## src/rtl/fifo18_pkg.sv

```systemverilog
// fifo18_pkg: state encoding and word-format constants for the fifo18 receive scheduler
package fifo18_pkg;
    localparam logic [2:0] S_IDLE   = 3'd0;
    localparam logic [2:0] S_DECODE = 3'd1;
    localparam logic [2:0] S_GAP    = 3'd2;
    localparam logic [2:0] S_HDR    = 3'd3;
    localparam logic [2:0] S_DATA   = 3'd4;
    localparam logic [2:0] S_DROP   = 3'd5;
    localparam logic [1:0] FLAG_TS   = 2'b11;
    localparam logic [1:0] FLAG_DATA = 2'b10;
    localparam logic [1:0] FLAG_HDR  = 2'b01;
    localparam int LEN_VALID = 17;
    localparam logic [15:0] MAX_LEN_DEFAULT = 16'd1530;
endpackage

```

## src/rtl/fifo18_port_mux.sv

```systemverilog
// fifo18_port_mux: selects head word/empty of the active port and steers pops to it only
module fifo18_port_mux (
    input  logic        i_sel,
    input  logic        i_data_rd,
    input  logic        i_len_sel,
    input  logic        i_len_rd,
    input  logic [17:0] i_p0_data_dout,
    input  logic [17:0] i_p1_data_dout,
    input  logic        i_p0_data_empty,
    input  logic        i_p1_data_empty,
    input  logic [17:0] i_p0_len_dout,
    input  logic [17:0] i_p1_len_dout,
    output logic [17:0] o_data_dout,
    output logic        o_data_empty,
    output logic [17:0] o_len_dout,
    output logic        o_p0_data_rd_en,
    output logic        o_p1_data_rd_en,
    output logic        o_p0_len_rd_en,
    output logic        o_p1_len_rd_en
);
    assign o_data_dout     = i_sel ? i_p1_data_dout : i_p0_data_dout;
    assign o_data_empty    = i_sel ? i_p1_data_empty : i_p0_data_empty;
    assign o_len_dout      = i_len_sel ? i_p1_len_dout : i_p0_len_dout;
    assign o_p0_data_rd_en = i_data_rd & ~i_sel;
    assign o_p1_data_rd_en = i_data_rd & i_sel;
    assign o_p0_len_rd_en  = i_len_rd & ~i_len_sel;
    assign o_p1_len_rd_en  = i_len_rd & i_len_sel;
endmodule

```

## src/rtl/fifo18_rx_sched.sv

```systemverilog
// fifo18_rx_sched: round-robin frame scheduler draining two data/length FIFO pairs into one header+data stream
module fifo18_rx_sched
    import fifo18_pkg::*;
#(
    parameter logic [15:0] MaxLen  = MAX_LEN_DEFAULT,
    parameter int          PortIdW = 1
) (
    input  logic               sys_clk,
    input  logic               sys_rst,
    input  logic [17:0]        p0_data_dout,
    input  logic               p0_data_empty,
    output logic               p0_data_rd_en,
    input  logic [17:0]        p0_len_dout,
    input  logic               p0_len_empty,
    output logic               p0_len_rd_en,
    input  logic [17:0]        p1_data_dout,
    input  logic               p1_data_empty,
    output logic               p1_data_rd_en,
    input  logic [17:0]        p1_len_dout,
    input  logic               p1_len_empty,
    output logic               p1_len_rd_en,
    output logic [17:0]        out_data,
    output logic [PortIdW-1:0] out_port,
    output logic               out_sof,
    output logic               out_valid,
    input  logic               out_ready,
    output logic [31:0]        frame_cnt0,
    output logic [31:0]        frame_cnt1,
    output logic [31:0]        drop_cnt
);
    logic [2:0]  r_state;
    logic        r_rr;
    logic        r_sel;
    logic [17:0] r_len;
    logic [15:0] r_cnt;
    logic        w_c0;
    logic        w_c1;
    logic        w_pick;
    logic        w_len_rd;
    logic        w_data_rd;
    logic        w_data_empty;
    logic [17:0] w_data_dout;
    logic [17:0] w_len_dout;
    logic [15:0] w_len;
    logic        w_unused;

    assign w_c0     = ~p0_len_empty;
    assign w_c1     = ~p1_len_empty;
    // on contention the port that was not served last wins
    assign w_pick   = (w_c0 & w_c1) ? ~r_rr : w_c1;
    assign w_len_rd = (r_state == S_IDLE) & (w_c0 | w_c1) & ~sys_rst;
    assign w_len    = r_len[15:0];
    assign w_unused = r_len[16];
    assign w_data_rd = ~w_data_empty & ((r_state == S_GAP) | (r_state == S_DROP && r_cnt != 16'd0)
                                      | (r_state == S_DATA && out_ready));
    assign out_sof   = r_state == S_HDR;
    assign out_valid = out_sof | (r_state == S_DATA && ~w_data_empty);
    assign out_data  = (r_state == S_DATA) ? w_data_dout : out_sof ? {FLAG_HDR, w_len} : 18'h0;
    assign out_port  = PortIdW'(r_sel);

    fifo18_port_mux u_mux (
        .i_sel           (r_sel),
        .i_data_rd       (w_data_rd),
        .i_len_sel       (w_pick),
        .i_len_rd        (w_len_rd),
        .i_p0_data_dout  (p0_data_dout),
        .i_p1_data_dout  (p1_data_dout),
        .i_p0_data_empty (p0_data_empty),
        .i_p1_data_empty (p1_data_empty),
        .i_p0_len_dout   (p0_len_dout),
        .i_p1_len_dout   (p1_len_dout),
        .o_data_dout     (w_data_dout),
        .o_data_empty    (w_data_empty),
        .o_len_dout      (w_len_dout),
        .o_p0_data_rd_en (p0_data_rd_en),
        .o_p1_data_rd_en (p1_data_rd_en),
        .o_p0_len_rd_en  (p0_len_rd_en),
        .o_p1_len_rd_en  (p1_len_rd_en)
    );

    always_ff @(posedge sys_clk or posedge sys_rst) begin
        if (sys_rst) begin
            r_state    <= S_IDLE;
            r_rr       <= 1'b0;
            r_sel      <= 1'b0;
            r_len      <= 18'h0;
            r_cnt      <= 16'h0;
            frame_cnt0 <= 32'h0;
            frame_cnt1 <= 32'h0;
            drop_cnt   <= 32'h0;
        end else begin
            case (r_state)
                S_IDLE: if (w_len_rd) begin
                    r_sel   <= w_pick;
                    r_len   <= w_len_dout;
                    r_state <= S_DECODE;
                end
                S_DECODE: begin
                    r_cnt   <= w_len >> 1;
                    r_state <= !r_len[LEN_VALID] ? S_GAP
                             : (w_len > MaxLen || w_len < 16'd8) ? S_DROP : S_HDR;
                end
                S_GAP: if (w_data_rd) begin
                    r_rr    <= r_sel;
                    r_state <= S_IDLE;
                end
                S_HDR: if (out_ready) r_state <= S_DATA;
                S_DATA: if (w_data_rd) begin
                    r_cnt <= r_cnt - 16'd1;
                    if (r_cnt == 16'd1) begin
                        r_rr       <= r_sel;
                        r_state    <= S_IDLE;
                        frame_cnt0 <= frame_cnt0 + {31'd0, ~r_sel};
                        frame_cnt1 <= frame_cnt1 + {31'd0, r_sel};
                    end
                end
                S_DROP: if (r_cnt == 16'd0) begin
                    drop_cnt <= drop_cnt + 32'd1;
                    r_rr     <= r_sel;
                    r_state  <= S_IDLE;
                end else if (w_data_rd) begin
                    r_cnt <= r_cnt - 16'd1;
                end
                default: r_state <= S_IDLE;
            endcase
        end
    end
endmodule

```

## config.mk

```make
export PLATFORM = sky130hd
export DESIGN_NAME = fifo18_rx_sched
export DESIGN_NICKNAME = d
export VERILOG_FILES = /design/src/rtl/fifo18_pkg.sv /design/src/rtl/fifo18_port_mux.sv /design/src/rtl/fifo18_rx_sched.sv
export SDC_FILE = /design/constraint.sdc
export NUM_CORES = 1
export LEC_CHECK = 0
export CAP_MARGIN = 20
export CORE_MARGIN = 2
export CORE_UTILIZATION = 50
export CTS_CLUSTER_SIZE = 24
export DETAILED_ROUTE_END_ITERATION = 10
export PLACE_DENSITY = 0.82
export SLEW_MARGIN = 20
export SYNTH_ARGS = -nofsm -noshare
export SYNTH_HDL_FRONTEND = slang
export SYNTH_SLANG_ARGS = --single-unit
```

## constraint.sdc

```tcl
create_clock -name sys_clk -period 8.3 [get_ports sys_clk]
set_input_delay 0.83 -clock sys_clk [delete_from_list [all_inputs] [get_ports sys_clk]]
set_output_delay 0.83 -clock sys_clk [all_outputs]
set_load 0.02 [all_outputs]
```

==> reports/qor.txt, run 1 <==
Register bit total from synthesis: 134
Total Wirelength: 18000 um
Die Ht: 123 um
Setup violations, final: 0
H-Tree Depth: 4
Top post-synthesis cells by area: dfrtp_1 48%, xnor2_1 9.9%, mux2i_1 5.3%
Slew Limit Fails: 0
Worst hold slack: 0.477 ns
Met3 global-route usage: 0.0706
M2 GR Usage: 0.386
Tmin final: 4.13 ns
Ys Warns: 0
Detailed Place HPWL: 12300 um
Worst Hold End: frame_cnt1[31]
CP arrival: 3.30 ns
# resized after CTS: 0
Number of global-route vias before repair: 6024
Clk_skew: 0.00896 ns
Routability cong.: 0.792
Syn_area_per_cell: 9.84 um^2
Gr busiest metal: met2
Register area share after synthesis: 0.476
Reg-to-reg endpoint: r_cnt[15]
Largest net degree at the start of global routing: 71
Grt ovf: 0
Slew @ Worst Pin: 0.934 ns
Die width: 123 um
Commonest non-fill, non-tap cell in the layout: clkdlybuf4s50_1
Top cell type's share of synthesized area: 0.476
DRT Pass-1 Iters: 5
Met1 Use GR: 0.338
DR DRC count: 0
Max-cap violations: 0
Final hold violation count: 0
Area Growth Syn to Fin: 38.7%
Initial antenna violation count: 0
Final Cycle Share: 0.498
Clock-pin slew on the worst setup and hold paths: 0.05 ns
Total clock buffers created by CTS: 17
Cell Rows: 43
Design area: 0.00977 mm^2
Placed cell area: 0.00919 mm^2
CTS root buffer: clkbuf_16
Peak supply drop: 0.000156 V
Pwr Density: 230 mW/mm^2
Post-CTS Setup Bufs: 0
Kind of critical path: register to output port
Antenna cells: 0
Req. time, crit path: 7.47 ns
Cell taking the most area after synthesis: dfrtp_1
Min-delay src: frame_cnt1[31]
Hold Crit Class: register to register
Setup TNS: 0 ns
Syn Nets: 803
Core area: 0.0138 mm^2
Hold Path Depth: 1
Worst-path maximum fanout: 34
Longest Clk Path Bufs: 2
DRT iter0 DRCs: 521
Crit end category: output port
Sink Count: 134
Most frequent cells in the layout: 197 x clkdlybuf4s50_1, 134 x dfrtp_1, 87 x nand2_1
Fmax: 242 MHz
Clk_lat worst skew: 0.42 ns
Total GRT Usage: 0.249
FF-to-FF Start: r_state[2]
Initial Utilization: 0.510
First-pass GRT wire length: 29400 um
Share of layout cells above drive strength 1: 0.0688
R2R setup slack: 5.17 ns
Relative slew slack: 0.374
Synth Flop Type: dfrtp_1
Fin nets: 992
Startpoint types: register
Ports: 200
Status: completed
Vias per inst: 5.75
Hold-fix buffers, CTS: 0
I/O Buffers: 197
Drt wl/cell: 16.4 um
Post-route ant nets: 0
CTS tree: yes
Pleak: 0.00403 uW
Post-Synthesis Cells: 716
Synth cell types: 47
Total die area: 0.0151 mm^2
R2R depth: 6
Post-synth EDFFs: 0
RSZ-0062 raised after global routing: false
Fillcell total: 1021
FFs w/ async S/R, synth: 1.00
Netlist Area Pre-Place: 0.00705 mm^2
DR vias: 6298
cell type report:
type                       count  area, um^2  area share
clock inverter                 8        98.8      0.0101
clock buffer                  22         484      0.0495
tap                          180         225      0.0230
multi-input combinational    531        3510       0.359
sequential                   134        3350       0.343
timing repair buffer         206        2040       0.209
inverter                      15        58.8     0.00602
report_power, final:
group          internal [uW]  leakage (uW)  switching, uW
Combinational            274       0.00194            342
Clock                    469      0.000284            266
Sequential               741       0.00181            151
Total                   1480       0.00403            760
metal layers:
layer / vias to the layer above / part of all wire / wire length, um
li1: 2946 / - / -
met1: 3054 / 0.44 / 7850
met2: 267 / 0.47 / 8550
met3: 31 / 0.073 / 1310
met4: 0 / 0.017 / 301
met5: - / 0 / 0
per-stage QoR:
stage	setup slack, ns	instances	util	power, uW
global route	3.96	1096	0.707	2360
floorplan	3.89	716	-	1280
CTS	4.19	1096	0.707	2240
detailed placement	4.66	1066	0.665	1500
global placement	4.56	1066	0.665	1480
finish	4.17	1096	0.707	2240
worst max-delay path by stage:
stage / from / end / slack (ns) / cells after the start
after global routing: r_state[2] / out_data[16] / 3.96 / 5
after CTS: r_state[2] / out_data[16] / 4.19 / 5
final: r_state[2] / out_data[16] / 4.17 / 5
after global placement: r_state[2] / out_data[16] / 4.56 / 5
after detailed placement: r_state[2] / out_data[16] / 4.66 / 5
after floorplan: sys_rst / drop_cnt[0] / 3.89 / 1
registers in the layout, summed over array words and instances (netlist names):
name and flops:
drop_cnt 32, frame_cnt0 32, frame_cnt1 32, out_port 1
r_cnt 16, r_len 17, r_rr 1, r_state 3
synthesized netlist by cell type, drive strengths merged (2+ instances only):
| cell | number |
|---|---|
| dfrtp | 134 |
| nand2 | 87 |
| xnor2 | 80 |
| nand4 | 46 |
| o21ai | 45 |
| nand3 | 42 |
| mux2i | 37 |
| clkbuf | 26 |
| nor2 | 22 |
| and3 | 21 |
| a21oi | 18 |
| nor4 | 15 |
| a31oi | 14 |
| inv | 14 |
| nor3 | 13 |
| xor2 | 12 |
| and2 | 11 |
| and4 | 11 |
| buf | 10 |
| ha | 8 |
| mux2 | 7 |
| nand2b | 6 |
| o22ai | 6 |
| nor2b | 4 |
| nor3b | 4 |
| o32ai | 3 |
| a21o | 2 |
| a31o | 2 |
| o2111ai | 2 |
| o211ai | 2 |
| o31ai | 2 |
| or4 | 2 |
worst max-delay path: stages, from the launching register on:
cell,delay [ns]
dfrtp_1,0.83
nor2b_2,0.26
buf_4,0.32
nand2_1,0.44
o21ai_0,0.37
clkdlybuf4s50_1,0.66
logic make-up after synthesis:
group           after synthesis  share of synthesized area
compound gates               98                     0.0802
xor+xnor                     92                      0.114
fa+ha+maj                     8                     0.0142
buf+inv                      51                     0.0284
flops                       134                      0.476
mux                          44                     0.0637
simple gates                289                      0.223
Note: power is estimated with default switching activity, not from simulation.
==> run 2: changes to the inputs <==
Settings changed: CORE_UTILIZATION 50 to 44, PLACE_DENSITY 0.82 to 0.77.
Clock period 8.3 ns to 3.6 ns, I/O delays scaled along.
==> run 2 against run 1 <==
Against the previous run:
- first-iteration DRC count fell by 20%
- routed wire length is 0.71% lower
- largest cell class unchanged
- utilization decreased by 8.1 points
- cell count increased by 3.9%
- die area rose by 13%
- design area is 0.95% higher
==> reports/qor.txt, run 2 (same netlist as run 1, synthesis figures left out) <==
Status: completed
Sink Count: 134
Clock-pin slew on the worst setup and hold paths: 0.06 ns
PnR worst setup slack: 0.435 ns
Tmin final: 3.16 ns
Setup violations, final: 0
Crit path depth: 6
DRT iter0 DRCs: 418
Req. time, crit path: 3.24 ns
Setup TNS: 0 ns
RSZ-0062 raised after global routing: false
Commonest non-fill, non-tap cell in the layout: clkdlybuf4s50_1
Worst slack, placed: 0.866 ns
Total GRT Usage: 0.223
Worst-path maximum fanout: 7
Total clock buffers created by CTS: 17
Final hold violation count: 0
Drt wl/cell: 15.7 um
Kind of critical path: register to output port
DR vias: 6121
Post-route ant nets: 0
Clk_lat worst skew: 0.43 ns
Initial Utilization: 0.447
Fin nets: 1001
Clk_skew: 0.00760 ns
Total die area: 0.0170 mm^2
Number of global-route vias before repair: 6038
Fmax: 316 MHz
Slew Limit Fails: 0
R2R depth: 6
Max-cap violations: 0
Cells after DPL: 1110
Longest Clk Path Bufs: 2
Largest net degree at the start of global routing: 47
Grt ovf: 0
Most frequent cells in the layout: 197 x clkdlybuf4s50_1, 134 x dfrtp_1, 87 x nand2_1
Cell Rows: 46
Ports: 200
I/O Buffers: 197
CP arrival: 2.80 ns
Peak supply drop: 0.000440 V
Vias per inst: 5.37
Slew @ Worst Pin: 0.889 ns
Worst hold slack: 0.338 ns
Hold-fix buffers, CTS: 0
Routability cong.: 0.795
Hold Crit Class: input pin to asynchronous set/reset pin
Share of layout cells above drive strength 1: 0.0748
Post-CTS Setup Bufs: 0
Pwr Density: 509 mW/mm^2
Non-Filler Instances: 1139
# resized after CTS: 0
Final core occ: 0.626
Relative slew slack: 0.402
Crit path cell chain: nor4_1 > nand4_2 > nand2_1 > and2_1 > nor3_1 > clkdlybuf4s50_1
CTS root buffer: clkbuf_16
Final Cycle Share: 0.879
Detailed Place HPWL: 13000 um
Total Wirelength: 17900 um
Area Growth Syn to Fin: 40.0%
Core area: 0.0158 mm^2
Crit end category: output port
DRT Pass-1 Iters: 5
First-pass GRT wire length: 29800 um
Max incr delay on CP: 0.55 ns
H-Tree Depth: 4
Initial antenna violation count: 0
Startpoint types: register
Crit path buffers/inverters: 1
Fillcell total: 1300
Highest-delay cell along the critical path: clkdlybuf4s50_1
DR DRC count: 0
Die width: 131 um
Antenna cells: 0
Regs by FF count: drop_cnt x32, frame_cnt0 x32, frame_cnt1 x32
CTS tree: yes
Pleak: 0.00406 uW
CP top delay family: simple AND/OR/NAND/NOR gates
Die Ht: 131 um
-- run 2: layer usage --
metal / global-route usage / part of all wire
met2: 0.343 / 0.47
met5: 0 / 0
met1: 0.299 / 0.44
met4: 0.0926 / 0.025
met3: 0.0594 / 0.062
-- run 2: cell type report --
cell class	count	area, um^2	area share
Multi-Input combinational cell	531	3510	0.356
Sequential cell	134	3350	0.340
Timing Repair Buffer	215	2140	0.217
Clock buffer	24	502	0.0509
Tap cell	216	270	0.0274
Inverter	15	60.1	0.00609
Clock inverter	4	22.5	0.00228
-- run 2: final timing paths --
kind                                       end      startpoint  slack, ns
worst max-delay path             p0_data_rd_en       r_cnt[11]       0.44
worst min-delay path               drop_cnt[2]         sys_rst       0.34
worst max register to register        r_cnt[0]       r_cnt[11]       0.95
worst min register to register  frame_cnt1[27]  frame_cnt1[27]       0.49
max in group asynchronous       frame_cnt0[22]         sys_rst       2.70
min in group sys_clk            frame_cnt1[27]  frame_cnt1[27]       0.49
-- run 2: worst reg2reg max path, cell delays in order (launching register included) --
cell and delay (ns):
dfrtp_1 0.41, nor4_1 0.54, nand4_2 0.34, a221o_1 0.40, buf_4 0.19, and2_1 0.37
a22o_1 0.29
-- run 2: report_power, final --
part / internal [uW] / switching, uW
Sequential: 1710 / 311
Clock: 950 / 605
Combinational: 656 / 787
Total: 3320 / 1700
-- run 2: through the flow --
stage	cell area, um^2	power, uW
global route	9870	5340
floorplan	7050	2940
detailed placement	9320	3490
global placement	9320	3460
CTS	9850	5050
finish	9870	5020
